[src/rtl/alloc_encoder_32_if.sv]
// Handshake bundle between the free-entry allocator and its consumer/releaser.
// The master side is the allocator; the slave side is the rename/issue logic.
interface alloc_encoder_32_if #(
  parameter int N = 32,
  parameter int W = 5
);
  logic         alloc_valid;
  logic [W-1:0] alloc_idx;
  logic         alloc_ready;
  logic         rel_valid;
  logic [W-1:0] rel_idx;
  logic         flush;
  logic [W:0]   free_cnt;
  logic         dbl_free_err;

  modport master (
    output alloc_valid, alloc_idx, free_cnt, dbl_free_err,
    input  alloc_ready, rel_valid, rel_idx, flush
  );

  modport slave (
    input  alloc_valid, alloc_idx, free_cnt, dbl_free_err,
    output alloc_ready, rel_valid, rel_idx, flush
  );
endinterface

[src/rtl/alloc_encoder_32.sv]
// 32-entry free-list allocator: presents the lowest free index, takes one
// allocation and one binary-indexed release per cycle, flags double frees.
module alloc_encoder_32 #(
  parameter int N = 32,
  parameter int W = 5
) (
  input  logic              clk,
  input  logic              rst,
  alloc_encoder_32_if.master bus
);

  logic [N-1:0] free_vec;
  logic [W:0]   cnt_q;
  logic         err_q;

  logic [W-1:0] lo_idx;
  logic         any_free;
  logic         alloc_fire;
  logic         rel_hit_free;
  logic         rel_ok;
  logic [N-1:0] alloc_mask;
  logic [N-1:0] rel_mask;

  function automatic logic [W-1:0] prio_enc(input logic [N-1:0] v);
    logic [W-1:0] idx;
    idx = '0;
    for (int i = N - 1; i >= 0; i--) begin
      if (v[i]) idx = W'(i);
    end
    return idx;
  endfunction

  function automatic logic [N-1:0] onehot(input logic [W-1:0] idx);
    return {{(N-1){1'b0}}, 1'b1} << idx;
  endfunction

  always_comb begin
    any_free     = |free_vec;
    lo_idx       = prio_enc(free_vec);
    alloc_fire   = any_free & bus.alloc_ready;
    alloc_mask   = alloc_fire ? onehot(lo_idx) : '0;
    // rel_idx only reaches the mask behind rel_valid, so an X index cannot leak in
    rel_mask     = bus.rel_valid ? onehot(bus.rel_idx) : '0;
    rel_hit_free = |(rel_mask & free_vec);
    rel_ok       = bus.rel_valid & ~rel_hit_free;
  end

  always_ff @(posedge clk) begin
    if (rst) begin
      free_vec <= '1;
      cnt_q    <= (W+1)'(N);
      err_q    <= 1'b0;
    end else if (bus.flush) begin
      free_vec <= '1;
      cnt_q    <= (W+1)'(N);
    end else begin
      // A valid release never targets a free entry, so it cannot collide with the allocated one
      free_vec <= (free_vec & ~alloc_mask) | (rel_ok ? rel_mask : '0);
      case ({rel_ok, alloc_fire})
        2'b10:   cnt_q <= cnt_q + (W+1)'(1);
        2'b01:   cnt_q <= cnt_q - (W+1)'(1);
        default: cnt_q <= cnt_q;
      endcase
      if (bus.rel_valid && rel_hit_free) err_q <= 1'b1;
    end
  end

  assign bus.alloc_valid  = any_free;
  assign bus.alloc_idx    = lo_idx;
  assign bus.free_cnt     = cnt_q;
  assign bus.dbl_free_err = err_q;

endmodule

[src/flat_wrapper.sv]
// flat-port wrapper written by rule: the top's interface ports become plain ports
module alloc_encoder_32_flat 
#(
  parameter int N = 32,
  parameter int W = 5
)
  (clk, rst, bus_alloc_valid, bus_alloc_idx, bus_free_cnt, bus_dbl_free_err, bus_alloc_ready, bus_rel_valid, bus_rel_idx, bus_flush);
  alloc_encoder_32_if #(.N(N), .W(W)) bus_i ();
  input  logic clk;
  input  logic rst;
  output wire logic [$bits(bus_i.alloc_valid)-1:0] bus_alloc_valid;
  output wire logic [$bits(bus_i.alloc_idx)-1:0] bus_alloc_idx;
  output wire logic [$bits(bus_i.free_cnt)-1:0] bus_free_cnt;
  output wire logic [$bits(bus_i.dbl_free_err)-1:0] bus_dbl_free_err;
  input wire logic [$bits(bus_i.alloc_ready)-1:0] bus_alloc_ready;
  input wire logic [$bits(bus_i.rel_valid)-1:0] bus_rel_valid;
  input wire logic [$bits(bus_i.rel_idx)-1:0] bus_rel_idx;
  input wire logic [$bits(bus_i.flush)-1:0] bus_flush;
  assign bus_alloc_valid = bus_i.alloc_valid;
  assign bus_alloc_idx = bus_i.alloc_idx;
  assign bus_free_cnt = bus_i.free_cnt;
  assign bus_dbl_free_err = bus_i.dbl_free_err;
  assign bus_i.alloc_ready = bus_alloc_ready;
  assign bus_i.rel_valid = bus_rel_valid;
  assign bus_i.rel_idx = bus_rel_idx;
  assign bus_i.flush = bus_flush;
  alloc_encoder_32 #(.N(N), .W(W)) u_core (.clk(clk), .rst(rst), .bus(bus_i));
endmodule
[config.mk]
export PLATFORM = sky130hd
export DESIGN_NAME = alloc_encoder_32_flat
export DESIGN_NICKNAME = d
export VERILOG_FILES = /design/src/rtl/alloc_encoder_32_if.sv /design/src/rtl/alloc_encoder_32.sv /design/src/flat_wrapper.sv
export SDC_FILE = /design/constraint.sdc
export NUM_CORES = 1
export LEC_CHECK = 0
export BUFFER_PORTS_ARGS = -buffer_cell sky130_fd_sc_hd__buf_2
export CAP_MARGIN = 20
export CORE_MARGIN = 1
export CORE_UTILIZATION = 65
export DETAILED_ROUTE_END_ITERATION = 7
export GPL_TIMING_DRIVEN = 0
export PLACE_DENSITY = 0.86
export SLEW_MARGIN = 10
export SYNTH_ARGS = -nofsm -noshare
export SYNTH_HDL_FRONTEND = slang
export SYNTH_SLANG_ARGS = --single-unit
export TNS_END_PERCENT = 1
[constraint.sdc]
create_clock -name clk -period 4.7 [get_ports clk]
set_input_delay 0.47 -clock clk [delete_from_list [all_inputs] [get_ports clk]]
set_output_delay 0.47 -clock clk [all_outputs]
set_load 0.02 [all_outputs]
## After elaboration in Yosys (flattened, before gate mapping)

Index checks and enable logic that the tools add are counted.

| storage, ports and cells | value |
|---|---|
| bits in registers | 39 |
| input port bits | 10 |
| output and inout port bits | 13 |

| cells by class | value |
|---|---|
| $add $sub $neg | 2 |
| equality and inequality tests | 2 |
| shift-type cells | 2 |
| multiplexer cells | 36 |
| bitwise gates (word level) | 8 |
| reduce and logical (&&, ||, !) cells | 6 |

Operator list:

| cell | number |
|---|---|
| $mux W5 | 32 |
| $mux W32 | 3 |
| $and A32 B32 Y32 | 2 |
| $reduce_or A32 Y1 | 2 |
| $shl A1 B5 Y32 const A | 2 |
| $not A32 Y32 | 1 |
| $or A32 B32 Y32 | 1 |
| $pmux W6 S2 | 1 |
| $add A6 B1 Y6 const B | 1 |
| $sub A6 B1 Y6 const B | 1 |
| $and A1 B1 Y1 | 2 |
| $eq A2 B1 Y1 const B | 1 |
| $eq A2 B2 Y1 const B | 1 |
| $not A1 Y1 | 2 |
| $reduce_and A2 Y1 | 1 |
| $reduce_bool A2 Y1 | 1 |
| $reduce_or A2 Y1 | 1 |
| $logic_and A1 B1 Y1 | 1 |

## Depth between registers and ports, before layout

Gate-level depths: netlist of run 1.

| logic depth | value |
|---|---|
| depth after elaboration | 37 |
| mapped depth | 16 |
| mapped depth without buffers | 14 |

## Least setup slack after synthesis of run 1

No wires, ideal clock.

| timing | value |
|---|---|
| path kind | input-to-reg |
| start | input bus_rel_idx[4] |
| end | register u_core.cnt_q[5], in the netlist u_core.bus.free_cnt[5] |
| library setup time | 0.072 ns |
| arrival | 3.236 ns |
| required time | 4.628 ns |
| slack | 1.392 ns |
| cell stages on the path | 14 |
| cells stage by stage | clkbuf_1 mux4_2 nand4b_1 o211ai_1 o21ai_0 nand4_1 ha_1 ha_1 a21o_1 a21oi_1 o21bai_1 a21oi_1 mux2i_1 mux2i_1 |

| between the ends | value |
|---|---|
| cells in the longest elaborated chain, start to end | 8 |
| elaborated cells between the ends (all ways) | 10 |
| those cells by class | 2 x eq/ne; 1 x shift; 2 x mux; 3 x bitwise; 2 x reduce/logical |

RTL lines:

| item | line | RTL |
|---|---|---|
| start: declaration | flat_wrapper.sv:17 | `input wire logic [$bits(bus_i.rel_idx)-1:0] bus_rel_idx;` |
| $shl A1 B5 Y32 * | alloc_encoder_32.sv:34 | `return {{(N-1){1'b0}}, 1'b1} << idx;` |
| $mux W32 * | alloc_encoder_32.sv:43 | `rel_mask = bus.rel_valid ? onehot(bus.rel_idx) : '0;` |
| $and A32 B32 Y32 * | alloc_encoder_32.sv:44 | `rel_hit_free = \|(rel_mask & free_vec);` |
| $reduce_or A32 Y1 * | alloc_encoder_32.sv:44 |  |
| $not A1 Y1 * | alloc_encoder_32.sv:45 | `rel_ok = bus.rel_valid & ~rel_hit_free;` |
| $and A1 B1 Y1 * | alloc_encoder_32.sv:45 |  |
| $eq A2 B1 Y1 or $eq A2 B2 Y1 (tied branches) | alloc_encoder_32.sv:59 | `case ({rel_ok, alloc_fire})` |
| $pmux W6 S2 or $reduce_bool A2 Y1 (tied branches) | -- |  |
| end signal: assignment | alloc_encoder_32.sv:60 | `2'b10: cnt_q <= cnt_q + (W+1)'(1);` |
| end signal: assignment | alloc_encoder_32.sv:61 | `2'b01: cnt_q <= cnt_q - (W+1)'(1);` |
| end signal: assignment | alloc_encoder_32.sv:62 | `default: cnt_q <= cnt_q;` |
| end: declaration | alloc_encoder_32.sv:13 | `logic [W:0] cnt_q;` |

Every way passes the cells marked *; elsewhere a longest branch is shown, timed or not.
A chain may end at the register's enable or synchronous reset.

## Worst setup path in the final report of run 1

Same ends and word-level chain as after synthesis.

==> results of run 1 <==
[flip-flops by register name, summed over array words and instances (netlist names)]
| register | flops |
|---|---|
| u_core.free_vec | 32 |
| u_core.bus.free_cnt | 6 |
| u_core.bus.dbl_free_err | 1 |
[metrics by stage]
stage,cells,total power [mW]
4_1_cts,424,0.684
2_1_floorplan,346,0.432
3_5_place_dp,416,0.466
3_3_place_gp,416,0.462
6_report,425,0.687
5_1_grt,424,0.713
[per-layer routing]
layer  track usage (%)  vias up  wire, um
li1                  -     1406         -
met1              59.0     1512      3490
met2              63.9      296      4050
met3              13.2       59      1370
met4              22.3        0       453
met5                 0        -         0
[power by group through the flow]
stage                     Combinational (mW)  Sequential [mW]  Clock [mW]
after detailed placement               0.119            0.347           0
after global routing                   0.134            0.340       0.239
after CTS                              0.120            0.339       0.225
after floorplan                       0.0813            0.351           0
after global placement                 0.116            0.346           0
final                                  0.124            0.339       0.224
[cells by family (layout without fill, tap and decap cells)]
kind of cell | count (synthesis) | count (layout) | synth area share (%)
other | 0 | 1 | 0
muxes | 8 | 8 | 3.47
buffers and inverters | 42 | 70 | 6.31
AOI/OAI and AO/OA | 105 | 105 | 30.2
DFF | 39 | 39 | 28.1
adders and majority gates | 6 | 6 | 2.98
xor gates and xnor gates | 4 | 4 | 1.26
and+or+nand+nor | 142 | 142 | 27.6
[cells in the mapped netlist, types with 3 or more instances]
cell type,n
buf_2,5
mux2i_1,4
and3_1,3
o21ai_0,8
nor3_1,7
a31oi_1,7
ha_1,5
nand3_1,5
clkbuf_1,18
or3_1,5
mux2_2,3
and4_1,3
or4_1,3
a211o_1,3
nand2b_1,7
o211ai_1,14
dfxtp_1,39
o41ai_1,10
nand4b_1,3
nor2_1,46
nand3b_1,4
nand2_1,15
inv_1,15
o2111ai_1,8
a221o_1,12
nor2b_1,9
a41oi_1,3
nor4_1,9
nand4_1,12
nor4bb_1,4
a21oi_1,12
[cell type report]
cell class                 instances  area share (%)
tap                               50            2.07
clock buffer                       6            2.40
antenna                            1          0.0827
timing repair buffer              20            3.31
inverter                          15            1.86
multi-input combinational        265            60.1
clock inverter                     2           0.414
sequential                        39            25.8
buffer                            27            3.93
[worst register-to-register path: stages (launching register included)]
cell and delay [ns]:
dfxtp_1 0.40, mux4_2 0.52, nand4b_1 0.13, o211ai_1 0.10, o21ai_0 0.51, nand4_1 0.19
ha_1 0.34, ha_1 0.30, a21o_1 0.17, a21oi_1 0.22, o21bai_1 0.10, a21oi_1 0.21
mux2i_1 0.29, mux2i_1 0.20
[path summary, 6_finish.rpt]
check,start,end
min,rst,u_core.bus.dbl_free_err
min reg2reg,u_core.bus.dbl_free_err,u_core.bus.dbl_free_err
max reg2reg,u_core.free_vec[14],u_core.bus.free_cnt[5]
max,bus_rel_idx[4],u_core.bus.free_cnt[5]
==> results_dict.tcl, run 1 <==
set metrics [dict create \
    leakagePower_nw 1.07 \
    drive_gt1_share_pct 11.2 \
    fin_nets 389 \
    wl_um 9370 \
    power_density_nw_per_um2 227 \
    die_h_um 67.3 \
    fp.dieW_um 67.3 \
    placed_area_um2 2940 \
    grt_pass1_wl_um 14700 \
    setup_tns_ns 0 \
    grt_use_total_pct 44.2 \
    reg2regPathDepth 13 \
    synth.distinct_cells 63 \
    async_flop_share_pct 0 \
    regArea_um2 781 \
    worst_slew_pin_slew_ns 0.791 \
    crit_path_end_kind "register" \
    ys_top_cells_by_area "dfxtp_1 28%, nor2_1 6.2%, a221o_1 4.3%, o211ai_1 3.8%, o41ai_1 3.2%" \
    wl_per_cell_um 22.0 \
    slew_headroom_pct 46.8 \
    hold_path_class "input pin to register" \
    grt_max_degree 13 \
    drc 0 \
    fin_crit_ns 3.90 \
    p_seq_share_pct 49.3 \
    ys_ff_latch 39 \
    io_pins 23 \
    final-max-slew-violation-count 0 \
    multiInputGateArea_um2 1820 \
    path_clk_slew_ns 0.07 \
    avgViaCountPerCell 7.70 \
    postLayoutCoreUtil_pct 74.6 \
    yosys.area.top_type "dfxtp_1" \
    hpwl_um 6820 \
    cts_htree_levels 2 \
    ys_seq_area_share_pct 28.1 \
    worstSkewPairLatency_ns 0.30 \
    fin_crit_sh_pct 83.0 \
    dr.first_iter.drc_count 527 \
    cts-hold-fix-buffers 0 \
    p_int_mw 0.480 \
    core-area_um2 4060 \
    root_buffer "clkbuf_8" \
    syn_area_um2 2780 \
    rsz0062_at_grt "no" \
    holdPathStages 2 \
    preCtsSetupSlack_ns 0.619 \
    rows 23 \
    path_max_fanout 10 \
    critPathSlowestCell "o21ai_0" \
    synth_cells 346 \
    first_global_vias 2798 \
    max_freq_ghz 0.256 \
    cts.sinks 39 \
    synth_area_per_cell_um2 8.02 \
    fillCellCount 337 \
    dr.pass1.iters 7 \
    stdcell_area_um2 3030 \
    cts_max_path_buffers 2 \
    vias 3273 \
    syn_nets 362 \
    pwr-share-clk_pct 32.6 \
    cts_resized 0 \
    setup_ws_ns 0.797 \
    status "complete, no violations" \
    yosysWarnings 0 \
    grt_overflow_total 0 \
    slowest_delay_ns 0.51 \
    cts_setup_buffers 0 \
    maxCapViolCount 0 \
    synth_edf_count 0 \
    start_kind "input pin" \
    irDropWorstVdd_mv 0.149 \
    cts-buffers-inserted 5 \
    final_common_cell "nor2_1" \
    reg2reg_slack_ns 0.97 \
    final_antenna_net_count 0 \
    criticalPathCategory "input pin to register" \
    swShare_pct 30.1 \
    syn_to_final_growth_pct 9.02 \
    tritoncts "built" \
    synthFlopType "dfxtp_1" \
    place_congestion 1.00 \
    setup_viol 0 \
    path_buf_inv 2 \
    power.share.combinational_pct 18.0 \
    hold_slack_ns 0.461 \
    antenna_found_initial 0 \
    cp_cell_sequence "buf_2, clkbuf_1, mux4_2, nand4b_1, o211ai_1, o21ai_0, nand4_1, ha_1, ha_1, a21o_1, a21oi_1, o21bai_1, a21oi_1, mux2i_1, mux2i_1" \
    p_switching_mw 0.207 \
    crit_cells 15 \
    cp.arrival_ns 4.13 \
    crit_required_ns 4.93 \
    start_util_pct 68.4 \
    final_cell_mix "46 x nor2_1, 39 x dfxtp_1, 25 x buf_2" \
    io_buffers 20 \
    netlist.area_leader.share_pct 28.1 \
    fp.dieArea_um2 4530 \
    finClkSkew_ns 0.00288 \
    hold_viol 0 \
    cp_top_family "compound AO/OA/AOI/OAI gates" \
]
Power figures use the tool's default switching activity.
==> run 2: changes to the inputs <==
CORE_UTILIZATION = 54   (was 65)
PLACE_DENSITY = 0.76   (was 0.86)
clock period = 3.22 ns   (was 4.7 ns; I/O delays follow)
==> run 2 against run 1 <==
Net effect:
- clock power rose by 120%
- core utilization is 5.9 points lower
- register-to-register slack lost 0.76 ns
- highest routed layer unchanged
- critical path depth is 8 lower
- sequential cell count stayed put
- final cell count is 6.1% higher
- largest cell class unchanged
- count of clock-buffer cells in the layout did not move
- combinational power is 58% higher
- routed wire length rose by 5.2%
- global-route usage decreased by 6.9 points
==> results_dict.tcl, run 2 (same netlist as run 1, synthesis figures left out) <==
set metrics [dict create \
    final_antenna_net_count 0 \
    placed_cells 433 \
    grt_pass1_wl_um 14800 \
    maxCapViolCount 0 \
    path_clk_slew_ns 0.08 \
    crit_required_ns 2.90 \
    crit_path_end_kind "output pin" \
    cts-buffers-inserted 5 \
    final-max-slew-violation-count 0 \
    worst_slew_pin_slew_ns 0.568 \
    rows 25 \
    grt_max_degree 13 \
    preCtsSetupSlack_ns -0.695 \
    fin_crit_ns 3.02 \
    fp.dieW_um 73.7 \
    hold_viol 0 \
    place_congestion 1.04 \
    diodes 0 \
    cts_htree_levels 2 \
    avgViaCountPerCell 7.23 \
    start_util_pct 57.2 \
    worstSkewPairLatency_ns 0.29 \
    wl_um 9850 \
    vias 3260 \
    tritoncts "built" \
    postLayoutCoreUtil_pct 68.6 \
    max_freq_ghz 0.332 \
    core-area_um2 4850 \
    cts.sinks 39 \
    hpwl_um 7020 \
    path_max_fanout 10 \
    criticalPathCategory "register to output pin" \
    cts-hold-fix-buffers 0 \
    cp.arrival_ns 2.69 \
    drc 0 \
    first_global_vias 2817 \
    grt_overflow_total 0 \
    dr.pass1.iters 5 \
    final_common_cell "nor2_1" \
    die_h_um 73.7 \
    syn_to_final_growth_pct 19.9 \
    leakagePower_nw 1.22 \
    layoutNonFillerInstCount 451 \
    cts_max_path_buffers 2 \
    io_pins 23 \
    slew_headroom_pct 62.1 \
    antenna_found_initial 0 \
    wl_per_cell_um 21.8 \
    fp.dieArea_um2 5430 \
    setup_ws_ns 0.204 \
    setup_tns_ns 0 \
    regMostFlops "u_core.free_vec" \
    stdcell_area_um2 3330 \
    root_buffer "clkbuf_8" \
    setup_viol 0 \
    hold_slack_ns 0.299 \
    fin_crit_sh_pct 93.7 \
    io_buffers 20 \
    final_cell_mix "46 x nor2_1, 31 x dfxtp_1, 23 x buf_2" \
    largest_register_ffs 32 \
    rsz0062_at_grt "no" \
    irDropWorstVdd_mv 0.265 \
    status "complete, no violations" \
    power_density_nw_per_um2 355 \
    placed_area_um2 2960 \
    finClkSkew_ns 0.00846 \
    hold_path_class "input pin to register" \
    start_kind "register" \
    fin_nets 399 \
    drive_gt1_share_pct 20.3 \
    grt_use_total_pct 37.3 \
    p_total_mw 1.18 \
    dr.first_iter.drc_count 431 \
]
-- run 2: cell count changes in the layout (fill, tap and decap cells not counted), moves of 4 or more --
cell	before	now
buf_4	1	12
dfxtp_1	39	31
dfxtp_2	0	6
nor4_1	9	3
clkbuf_1	19	15
clkbuf_2	0	4
nor4_4	0	4
-- run 2: area by class of cell --
class	count	area [um2]
Multi-Input combinational cell	265	1940
Fill cell	406	1520
Sequential cell	39	796
Timing Repair Buffer	30	188
Buffer	27	129
Tap cell	67	83.8
Clock buffer	6	72.6
Clock inverter	2	60.1
Inverter	15	56.3
-- run 2: critical path, cell delays in order (launching register included) --
cell	delay (ns)
dfxtp_1	0.49
nor2_1	0.09
o311ai_0	0.29
a31oi_1	0.18
o31a_1	0.42
inv_1	0.23
clkbuf_1	0.44
buf_2	0.26
-- run 2: final timing paths --
check	startpoint	endpoint	slack, ns	depth (start not counted)
setup reg to reg	u_core.free_vec[12]	u_core.bus.free_cnt[5]	0.21	13
setup / recovery	u_core.free_vec[31]	bus_alloc_idx[1]	0.20	7
hold reg to reg	u_core.bus.dbl_free_err	u_core.bus.dbl_free_err	0.49	1
hold / removal	rst	u_core.bus.dbl_free_err	0.30	2
-- run 2: timing repair --
action                     4_1_cts  5_1_grt
pin swaps                        2       11
gates resized for setup         16       22
setup buffers                    2        8
setup endpoints to repair        2        2
-- run 2: where the power goes --
group	switching, mW	internal [mW]
logic	0.124	0.0720
registers	0.00705	0.487
clock network	0.182	0.310
-- run 2: layer usage --
layer / GRT usage, % / wire, um
met2: 56.7 / 4340
met1: 48.3 / 3760
met4: 20.9 / 563
met5: 0 / 0
met3: 8.92 / 1180
